**config.mk**
```make
export PLATFORM = sky130hd
export DESIGN_NAME = disp_char_sequencer
export DESIGN_NICKNAME = d
export VERILOG_FILES = /design/src/rtl/disp_char_sequencer_pkg.sv /design/src/rtl/disp_char_fifo.sv /design/src/rtl/disp_char_sequencer.sv
export SDC_FILE = /design/constraint.sdc
export NUM_CORES = 1
export LEC_CHECK = 0
export CELL_PAD_IN_SITES_DETAIL_PLACEMENT = 0
export CELL_PAD_IN_SITES_GLOBAL_PLACEMENT = 2
export CORE_MARGIN = 2
export CORE_UTILIZATION = 36
export DETAILED_ROUTE_END_ITERATION = 10
export GPL_TIMING_DRIVEN = 0
export MAX_ROUTING_LAYER = met4
export PLACE_DENSITY_LB_ADDON = 0.05
export REMOVE_ABC_BUFFERS = 1
export SYNTH_ARGS = -nofsm -noshare
export SYNTH_HDL_FRONTEND = slang
export SYNTH_SLANG_ARGS = --single-unit
```
**constraint.sdc**
```tcl
create_clock -name clock -period 2.7 [get_ports clock]
set_input_delay 0.54 -clock clock [delete_from_list [all_inputs] [get_ports clock]]
set_output_delay 0.54 -clock clock [all_outputs]
set_load 0.02 [all_outputs]
```
**src/rtl/disp_char_sequencer_pkg.sv**
```systemverilog
// Shared types and default timing for the display character sequencer.
// The FSM state type is also exported on the top-level debug port.
package disp_char_sequencer_pkg;

    typedef enum logic [1:0] {
        S_IDLE  = 2'd0,
        S_CLEAR = 2'd1,
        S_ADV   = 2'd2,
        S_LOAD  = 2'd3
    } seq_state_e;

    localparam logic [7:0] ASCII_BLANK = 8'h20;

    localparam int ADV_W_DEF    = 4;
    localparam int HOLD_CYC_DEF = 16;
    localparam int CLR_W_DEF    = 4;

endpackage

```
**src/rtl/disp_char_fifo.sv**
```systemverilog
// Synchronous FIFO with full/empty flags and an occupancy count.
// DEPTH must be a power of two so that the pointers wrap by natural overflow.
module disp_char_fifo #(
    parameter int DEPTH = 4,
    parameter int W     = 8
) (
    input  logic                   clock,
    input  logic                   reset,
    input  logic                   push,
    input  logic                   pop,
    input  logic [W-1:0]           wdata,
    output logic [W-1:0]           rdata,
    output logic                   full,
    output logic                   empty,
    output logic [$clog2(DEPTH):0] count
);

    localparam int AW = $clog2(DEPTH);
    localparam int CW = AW + 1;

    logic [W-1:0]  mem [DEPTH];
    logic [AW-1:0] wr_ptr;
    logic [AW-1:0] rd_ptr;
    logic          do_push;
    logic          do_pop;

    assign full    = (count == CW'(DEPTH));
    assign empty   = (count == '0);
    assign do_push = push && !full;
    assign do_pop  = pop && !empty;
    assign rdata   = mem[rd_ptr];

    always_ff @(posedge clock or posedge reset) begin
        if (reset) begin
            wr_ptr <= '0;
            rd_ptr <= '0;
            count  <= '0;
        end else begin
            if (do_push) wr_ptr <= wr_ptr + AW'(1);
            if (do_pop)  rd_ptr <= rd_ptr + AW'(1);
            case ({do_push, do_pop})
                2'b10:   count <= count + CW'(1);
                2'b01:   count <= count - CW'(1);
                default: count <= count;
            endcase
        end
    end

    always_ff @(posedge clock) begin
        if (do_push) mem[wr_ptr] <= wdata;
    end

endmodule

```
**src/rtl/disp_char_sequencer.sv**
```systemverilog
// Buffers decoded characters and paces them onto an 8-digit seven-segment line
// using advance/clear pulses; auto-clears the line once every digit is written.
module disp_char_sequencer
    import disp_char_sequencer_pkg::*;
#(
    parameter int FIFO_DEPTH = 4,
    parameter int NUM_DIGITS = 8,
    parameter int ADV_W      = ADV_W_DEF,
    parameter int HOLD_CYC   = HOLD_CYC_DEF,
    parameter int CLR_W      = CLR_W_DEF
) (
    input  logic       clock,
    input  logic       reset,
    input  logic [7:0] in_char,
    input  logic       in_valid,
    output logic       in_ready,
    input  logic       clear_req,
    output logic [7:0] disp_char,
    output logic       disp_advance,
    output logic       disp_clear,
    output logic [3:0] slots_used,
    output logic       busy,
    output logic       overflow,
    output seq_state_e state
);

    localparam int CNT_W = $clog2(ADV_W + HOLD_CYC + CLR_W + 1);

    seq_state_e                  state_nxt;
    seq_state_e                  dispatch_state;
    logic [CNT_W-1:0]            cnt;
    logic [7:0]                  char_q;
    logic                        clr_pend;
    logic                        want_clear;
    logic                        dispatch_pop;
    logic                        pop;
    logic [7:0]                  fifo_rdata;
    logic                        fifo_full;
    logic                        fifo_empty;
    logic [$clog2(FIFO_DEPTH):0] fifo_count;

    // Handshake: a character transfers on any cycle where in_valid && in_ready;
    // in_ready comes from the registered FIFO count, never from in_valid.
    disp_char_fifo #(.DEPTH(FIFO_DEPTH), .W(8)) u_fifo (
        .clock (clock),
        .reset (reset),
        .push  (in_valid),
        .pop   (pop),
        .wdata (in_char),
        .rdata (fifo_rdata),
        .full  (fifo_full),
        .empty (fifo_empty),
        .count (fifo_count)
    );

    assign in_ready = !fifo_full;
    assign busy     = (state != S_IDLE) || (fifo_count != '0);

    // LOAD exit dispatches directly, so a queued character costs ADV_W+HOLD_CYC cycles.
    always_comb begin
        want_clear     = clear_req || clr_pend ||
                         (!fifo_empty && slots_used == 4'(NUM_DIGITS));
        dispatch_state = S_IDLE;
        dispatch_pop   = 1'b0;
        if (want_clear) begin
            dispatch_state = S_CLEAR;
        end else if (!fifo_empty) begin
            dispatch_state = S_ADV;
            dispatch_pop   = 1'b1;
        end

        state_nxt = state;
        pop       = 1'b0;
        case (state)
            S_IDLE: begin
                state_nxt = dispatch_state;
                pop       = dispatch_pop;
            end
            S_CLEAR: if (cnt == CNT_W'(CLR_W - 1)) state_nxt = S_IDLE;
            S_ADV:   if (cnt == CNT_W'(ADV_W - 1)) state_nxt = S_LOAD;
            S_LOAD: begin
                if (cnt == CNT_W'(HOLD_CYC - 1)) begin
                    state_nxt = dispatch_state;
                    pop       = dispatch_pop;
                end
            end
            default: state_nxt = S_IDLE;
        endcase
    end

    always_ff @(posedge clock or posedge reset) begin
        if (reset) begin
            state        <= S_IDLE;
            cnt          <= '0;
            char_q       <= ASCII_BLANK;
            disp_char    <= ASCII_BLANK;
            disp_advance <= 1'b0;
            disp_clear   <= 1'b0;
            slots_used   <= '0;
            clr_pend     <= 1'b0;
            overflow     <= 1'b0;
        end else begin
            state        <= state_nxt;
            disp_advance <= (state_nxt == S_ADV);
            disp_clear   <= (state_nxt == S_CLEAR);

            if (state_nxt != state) cnt <= '0;
            else if (state != S_IDLE) cnt <= cnt + CNT_W'(1);

            if (pop) char_q <= fifo_rdata;

            if (state == S_ADV && state_nxt == S_LOAD) begin
                disp_char <= char_q;
                if (slots_used < 4'(NUM_DIGITS)) slots_used <= slots_used + 4'd1;
            end
            if (state != S_CLEAR && state_nxt == S_CLEAR) disp_char <= ASCII_BLANK;

            if (clear_req && state != S_IDLE) clr_pend <= 1'b1;
            if (state == S_CLEAR && state_nxt != S_CLEAR) begin
                slots_used <= '0;
                clr_pend   <= 1'b0;
                overflow   <= 1'b0;
            end
            // A rejected push in the same cycle as a clear exit still counts.
            if (in_valid && fifo_full) overflow <= 1'b1;
        end
    end

endmodule
```
==> summary.md, run 1 <==
| Metric | Value |
|---|---|
| Clock transition at path regs | `approximately 80 ps` |
| Final weighted congestion in routability-driven placement | `approximately 0.7` |
| Filler cell count | `770` |
| Layout cells sized above 1 | `21.7%` |
| Global-route wire length before repair | `9930 microns` |
| WL met3 | `240 microns` |
| Transition time of the tightest slew-check pin | `836 ps` |
| Share of the synthesized area in the top cell type | `roughly 31%` |
| Data required time at the worst endpoint | `~3000 ps` |
| Classification of the worst setup path | `register to register` |
| Overall overflow remaining after global route | `0` |
| Vias in the first global route | `roughly 1900` |
| Sum of routed wire length over all layers | `5950 microns` |
| Register share of total power | `40.3%` |
| Clock Skew | `between 8 and 9 ps` |
| CTS Root Cell | `clkbuf_8` |
| Detailed Route Iter0 Violations | `49` |
| Horizontal die dimension | `a little under 100 microns` |
| Worst Path Arrival | `about 2900 ps` |
| Synthesized area per cell | `13.8 sq um` |
| Placed wire-length estimate after detailed placement | `between 3000 and 4000 microns` |
| Yosys warning count | `0` |
| Clock network latency to the later pin of the worst-skew pair | `340 ps` |
| Die span in y | `96.7 microns` |
| Routed length per instance | `16.0 microns` |
| Via total after detailed routing | `1874` |
| Max frequency | `0.386 GHz` |
| Switch Pwr | `1.43 mW` |
| Clk buf depth | `2` |
| Cell area after synthesis | `3100 sq um` |
| Area of all sequential standard cells | `1910 sq um` |
| Area Growth Syn to Fin | `24.2%` |
| Floorplan die area | `9360 sq um` |
| Max FO, Critical Path | `3` |
| Top-Level Pins | `31` |
| Maxcap violations | `0` |
| Final setup fails | `0` |
| Number of instances in the synthesized netlist | `224` |
| Effective utilization at floorplan | `a little under two fifths` |
| DR DRC count | `0` |
| Post-synthesis register bit count | `70` |
| Final-report max-slew violation count | `0` |
| P_int | `between 2 and 3 mW` |
| Crit path setup slack, layout | `112 ps` |
| Kind of start point of the critical path | `register` |
| Top metal layer carrying routed signals | `met4` |
| Final core occ | `between 40% and 50%` |
| Maximum number of pins on one net before global-route repair | `39` |
| Most common cell after layout, fill and taps aside | `dfrtp_1` |
| Post-DRT Antenna Nets | `0` |
| Fin crit period | `2590 ps` |
| Global-route total usage across every layer | `approximately 14%` |
| Worst slew margin relative to its limit | `44.2%` |
| Net Sw Frac | `35.0%` |
| Avg Vias per Cell | `5.04` |
| Max rail drop VDD | `0.000331 V` |
| Number of buffers inserted by hold repair at cts | `0` |
| Endpoints failing hold | `0` |
| Number of enable-type register cells in the synthesized netlist | `32` |
| Commonest non-fill, non-tap cells in the layout | `dfrtp_1, edfxtp_1, clkdlybuf4s50_1` |
| Post-synthesis cell type with the largest combined area | `edfxtp_1` |
| Comb power frac | `a little over a third` |
| Worst slack at placement | `-1370 ps` |
| Worst hold path class | `register to register` |
| First-pass iteration count of the detailed router | `4` |
| Clock sinks | `70` |
| Fraction of registers with async set or reset after synthesis | `around 54%` |
| Clock tree from TritonCTS | `built` |
| Clock share of power | `a little under a quarter` |
| Static power due to leakage | `1.50 nW` |
| Number of distinct library cells after synthesis | `43` |
| Antenna diode instance count | `0` |
| Area used by multi-input combinational logic | `1140 sq um` |
| Register area share after synthesis | `61.8%` |
| Met1 WL | `about 2700 microns` |
| Fraction of the cycle the final worst path needs | `95.8%` |
| TritonCTS buffer count | `9` |
| Top_reg_cell synth | `dfrtp_1` |
| Antenna violations before repair | `0` |
| Largest cells by area after synthesis | `edfxtp_1, dfrtp_1, mux4_2` |
| Critical path capture point type | `register` |
| Wire length on met2 | `2890 microns` |
| Power density normalized to cell area | `1060 nW/um^2` |
| Core outline area | `8260 sq um` |
| Result of the run | `completed` |
| Level count of the clock H-tree | `3` |
| Row cnt | `33` |
| Post-layout net count | `288` |
| Quantity of I/O buffers inserted on ports | `30` |
## flip-flops by register name (all words and copies together) (netlist names)
signal,cells
clr_pend,1
disp_advance,1
char_q,8
slots_used,4
u_fifo.count,3
overflow,1
state,2
u_fifo.rd_ptr,2
u_fifo.mem,32
u_fifo.wr_ptr,2
cnt,5
disp_char,8
disp_clear,1
## area by class of cell
type                    instances  area share (%)
repair buffers                 36            9.31
clock inverters                 7            2.73
inverters                      18            1.76
flip-flops and latches         70            49.8
clock buffers                   9            3.22
well taps                     105            3.42
multi-input cells             127            29.8
## metal layers
metal	up-vias	GRT usage [%]
met4	0	4.98
met3	9	3.83
met5	-	-
li1	895	-
met2	41	22.2
met1	929	17.2
## power by group through the flow
stage,combinational (mW),clock (mW),sequential [mW]
3_3_place_gp,1.32,0,1.67
6_report,1.47,0.970,1.65
5_1_grt,1.61,1.05,1.70
4_1_cts,1.38,0.998,1.66
2_1_floorplan,0.856,0,1.68
3_5_place_dp,1.32,0,1.68
## critical path, cell delays in order (launching register included)
cell and delay, ps:
dfrtp_1 390, ha_2 200, and3_4 190, ha_4 140
a21oi_2 80, nor4_4 320, nor2b_4 210, ha_2 190
inv_1 50, fa_2 330, xor2_1 140, nor2_1 130
xor2_1 140
## cell usage after synthesis, types with 3 or more instances
cell	count
dfrtp_1	36
edfxtp_1	32
inv_1	18
a21oi_1	15
ha_1	13
o21ai_0	11
mux2_2	9
nand3_1	9
mux4_2	8
nor2_1	6
nor3_1	6
xnor2_1	6
and3_1	5
xor2_1	5
buf_2	4
nand2_1	3
o31ai_1	3
or3_1	3
## final timing paths
path,from,to,slack (ps),cells after the start
setup / recovery,cnt[0]$_DFFE_PP0P_,u_fifo.count[2]$_DFFE_PP0P_,110,12
min in group asynchronous,reset,u_fifo.count[2]$_DFFE_PP0P_,680,2
max in group asynchronous,reset,char_q[6]$_DFFE_PP0N_,1490,2
setup reg to reg,cnt[0]$_DFFE_PP0P_,u_fifo.count[2]$_DFFE_PP0P_,110,12
hold reg to reg,clr_pend$_DFFE_PP0P_,clr_pend$_DFFE_PP0P_,500,2
hold / removal,clr_pend$_DFFE_PP0P_,clr_pend$_DFFE_PP0P_,500,2
## stage by stage
stage	power [mW]	cells	hold slack (ps)	TNS [ps]	area [sq um]
after floorplan	2.54	215	455	-1050	3050
final	4.09	372	500	0	3840
after CTS	4.04	367	508	-79.2	3750
after detailed placement	3.01	350	489	-13170	3480
after global routing	4.36	372	534	-2.03	3840
after global placement	3.00	350	467	-13470	3480
## timing repair
item,in CTS,in global routing
gates resized for setup,7,9
buffers inserted,1,5
pin swaps,1,4
setup endpoints to repair,32,21
## cell families (layout without fill, tap and decap cells)
| family | count (synthesis) | after routing | share of synthesized area, % |
|---|---|---|---|
| buf+inv | 27 | 70 | 3.68 |
| compound gates | 35 | 35 | 6.46 |
| mux | 19 | 19 | 9.74 |
| fa+ha+maj | 14 | 14 | 5.90 |
| flops | 70 | 70 | 61.8 |
| simple gates | 48 | 48 | 9.29 |
| xor+xnor | 11 | 11 | 3.11 |
(Power assumes the default switching activity.)
==> inputs of run 2 (changes only) <==
- CAP_MARGIN: default -> 20
==> results of run 2 <==
The final DEF is identical to that of run 1; final timing and power are the same.
==> inputs of run 3 (changes only) <==
- SLEW_MARGIN: default -> 25
==> summary.md, run 3 (synthesis results as in run 1) <==
| Metric | Value |
|---|---|
| Power density normalized to cell area | `1060 nW/um^2 (about the same)` |
| Core outline area | `8260 sq um (unchanged)` |
| Placed wire-length estimate after detailed placement | `4070 microns (was 3960 microns)` |
| Critical path capture point type | `register (unchanged)` |
| Kind of start point of the critical path | `register (unchanged)` |
| Global-route total usage across every layer | `14.2% (was 13.9%)` |
| CTS Root Cell | `clkbuf_8 (unchanged)` |
| Fin crit period | `2580 ps (was 2590 ps)` |
| Setup total negative slack | `0 ps (unchanged)` |
| Max FO, Critical Path | `3 (unchanged)` |
| Commonest non-fill, non-tap cells in the layout | `dfrtp_1, edfxtp_1, clkdlybuf4s50_1 (unchanged)` |
| Clk buf depth | `2 (unchanged)` |
| Worst Path Arrival | `2850 ps (was 2860 ps)` |
| Row cnt | `33 (unchanged)` |
| Clock tree from TritonCTS | `built (unchanged)` |
| Via total after detailed routing | `1867 (was 1874)` |
| Endpoints failing hold | `0 (unchanged)` |
| Maxcap violations | `0 (unchanged)` |
| Detailed Route Iter0 Violations | `63 (was 49)` |
| Maximum number of pins on one net before global-route repair | `26 (was 39)` |
| Horizontal die dimension | `96.7 microns (unchanged)` |
| First-pass iteration count of the detailed router | `4 (unchanged)` |
| Sum of routed wire length over all layers | `6010 microns (was 5950 microns)` |
| Overall overflow remaining after global route | `0 (unchanged)` |
| Worst slack at placement | `-1360 ps (was -1370 ps)` |
| Clock network latency to the later pin of the worst-skew pair | `340 ps (about the same)` |
| Final-report max-slew violation count | `0 (unchanged)` |
| Post-layout net count | `289 (was 288)` |
| Floorplan die area | `9360 sq um (unchanged)` |
| Total instance count after detailed placement | `351 (was 350)` |
| Critical path cell sequence | `ha_2, and3_2, ha_4, a21oi_2, nor4_4, nor2b_4, ha_2, inv_1, fa_1, xor2_1, nor2_1, xor2_1 (was ha_2, and3_4, ha_4, a21oi_2, nor4_4, nor2b_4, ha_2, inv_1, fa_2, xor2_1, nor2_1, xor2_1)` |
| Worst path depth | `12 (unchanged)` |
| Filler cell count | `776 (was 770)` |
| Antenna violations before repair | `0 (unchanged)` |
| Clock transition at path regs | `80 ps (about the same)` |
| Worst slew margin relative to its limit | `60.4% (was 44.2%)` |
| Die span in y | `96.7 microns (unchanged)` |
| Cell area after placement | `3500 sq um (was 3480 sq um)` |
| Design Power | `4.08 mW (was 4.09 mW)` |
| Antenna diode instance count | `0 (unchanged)` |
| Top-Level Pins | `31 (unchanged)` |
| DR DRC count | `0 (unchanged)` |
| Post-DRT Antenna Nets | `0 (unchanged)` |
| Largest register by flop count | `u_fifo.mem (unchanged)` |
| TritonCTS buffer count | `9 (unchanged)` |
| Result of the run | `completed (unchanged)` |
| Avg Vias per Cell | `5.01 (was 5.04)` |
| Static power due to leakage | `1.51 nW (was 1.50 nW)` |
| Fraction of the cycle the final worst path needs | `95.5% (was 95.8%)` |
| Vias in the first global route | `1967 (was 1914)` |
| Layout cells sized above 1 | `21.6% (was 21.7%)` |
| Final setup fails | `0 (unchanged)` |
| Max frequency | `0.388 GHz (was 0.386 GHz)` |
| Registers with the highest flip-flop counts | `u_fifo.mem x32, char_q x8, disp_char x8 (unchanged)` |
| Clock sinks | `70 (unchanged)` |
| Non-filler instance count after layout | `373 (was 372)` |
| Most common cell after layout, fill and taps aside | `dfrtp_1 (unchanged)` |
| Category of cells accounting for the largest share of critical-path delay | `adder cells (unchanged)` |
| Worst hold path class | `input port to asynchronous set/reset pin (was register to register)` |
| Global-route wire length before repair | `10200 microns (was 9930 microns)` |
| Crit path setup slack, layout | `121 ps (was 112 ps)` |
| Buf+Inv Stages, Crit Path | `1 (unchanged)` |
| Routed length per instance | `16.1 microns (was 16.0 microns)` |
| Worst reg2reg path depth | `12 (unchanged)` |
| Number of flip-flops under the largest register name | `32 (unchanged)` |
| Reg-to-reg endpoint | `u_fifo.count[2]$_DFFE_PP0P_ (unchanged)` |
| Number of buffers inserted by hold repair at cts | `0 (unchanged)` |
| Max rail drop VDD | `0.000388 V (was 0.000331 V)` |
| Data required time at the worst endpoint | `2970 ps (about the same)` |
| Final design area excluding fillers | `3860 sq um (was 3840 sq um)` |
| Unrepaired setup endpoints after global routing | `yes` |
| Start of the worst register-to-register path | `cnt[0]$_DFFE_PP0P_ (unchanged)` |
| Clock Skew | `9.20 ps (was 8.61 ps)` |
| R2R Setup Slk | `120 ps (was 110 ps)` |
| Critical-path top delay cell | `dfrtp_1 (unchanged)` |
| Transition time of the tightest slew-check pin | `595 ps (was 836 ps)` |
| Quantity of I/O buffers inserted on ports | `30 (unchanged)` |
| Classification of the worst setup path | `register to register (unchanged)` |
| Effective utilization at floorplan | `37.5% (unchanged)` |
| Area Growth Syn to Fin | `24.6% (was 24.2%)` |
| Level count of the clock H-tree | `3 (unchanged)` |
| Final weighted congestion in routability-driven placement | `0.697 (unchanged)` |
| Slowest Stage Delay on Critical Path | `370 ps (was 390 ps)` |
-- run 3: repair_timing --
action,4_1_cts,5_1_grt
gates resized for setup,10,4
cloned,0,0
setup endpoints to repair,32,7
pin swaps,1,2
endpoints found under the hold margin,0,0
setup buffers,4,2
-- run 3: per-stage QoR --
step | hold slack (ps) | utilization [%]
floorplan | 455 | -
global placement | 467 | 42.2
detailed placement | 479 | 42.4
CTS | 469 | 46.0
global route | 477 | 46.7
finish | 471 | 46.7
-- run 3: worst max-delay path by stage --
| stage | startpoint | endpoint | slack (ps) |
|---|---|---|---|
| floorplan | state[1]$_DFF_PP0_ | u_fifo.count[2]$_DFFE_PP0P_ | -580 |
| global placement | clear_req | u_fifo.count[2]$_DFFE_PP0P_ | -1360 |
| detailed placement | clear_req | u_fifo.count[2]$_DFFE_PP0P_ | -1360 |
| CTS | cnt[0]$_DFFE_PP0P_ | u_fifo.count[2]$_DFFE_PP0P_ | 8 |
| global route | cnt[0]$_DFFE_PP0P_ | u_fifo.count[2]$_DFFE_PP0P_ | -40 |
| finish | cnt[0]$_DFFE_PP0P_ | u_fifo.count[2]$_DFFE_PP0P_ | 120 |
-- run 3: where the power goes --
group | switching [mW] | internal (mW) | leakage [nW]
Clock | 0.433 | 0.534 | 0.112
Sequential | 0.216 | 1.43 | 0.779
Combinational | 0.777 | 0.694 | 0.616
-- run 3: metal layers --
| layer | share of wire (%) | global-route usage [%] |
|---|---|---|
| met3 | 3.4 | 3.97 |
| met1 | 45 | 17.5 |
| met5 | 0 | - |
| met4 | 1.1 | 4.55 |
| met2 | 50 | 23.0 |
-- run 3: final cells by class --
type | count | area (sq um) | area share (%)
multi-input cells | 127 | 1140 | 29.5
repair buffers | 37 | 378 | 9.79
flip-flops and latches | 70 | 1910 | 49.6
inverters | 18 | 67.6 | 1.75
clock inverters | 7 | 105 | 2.72
clock buffers | 9 | 124 | 3.21
well taps | 105 | 131 | 3.40
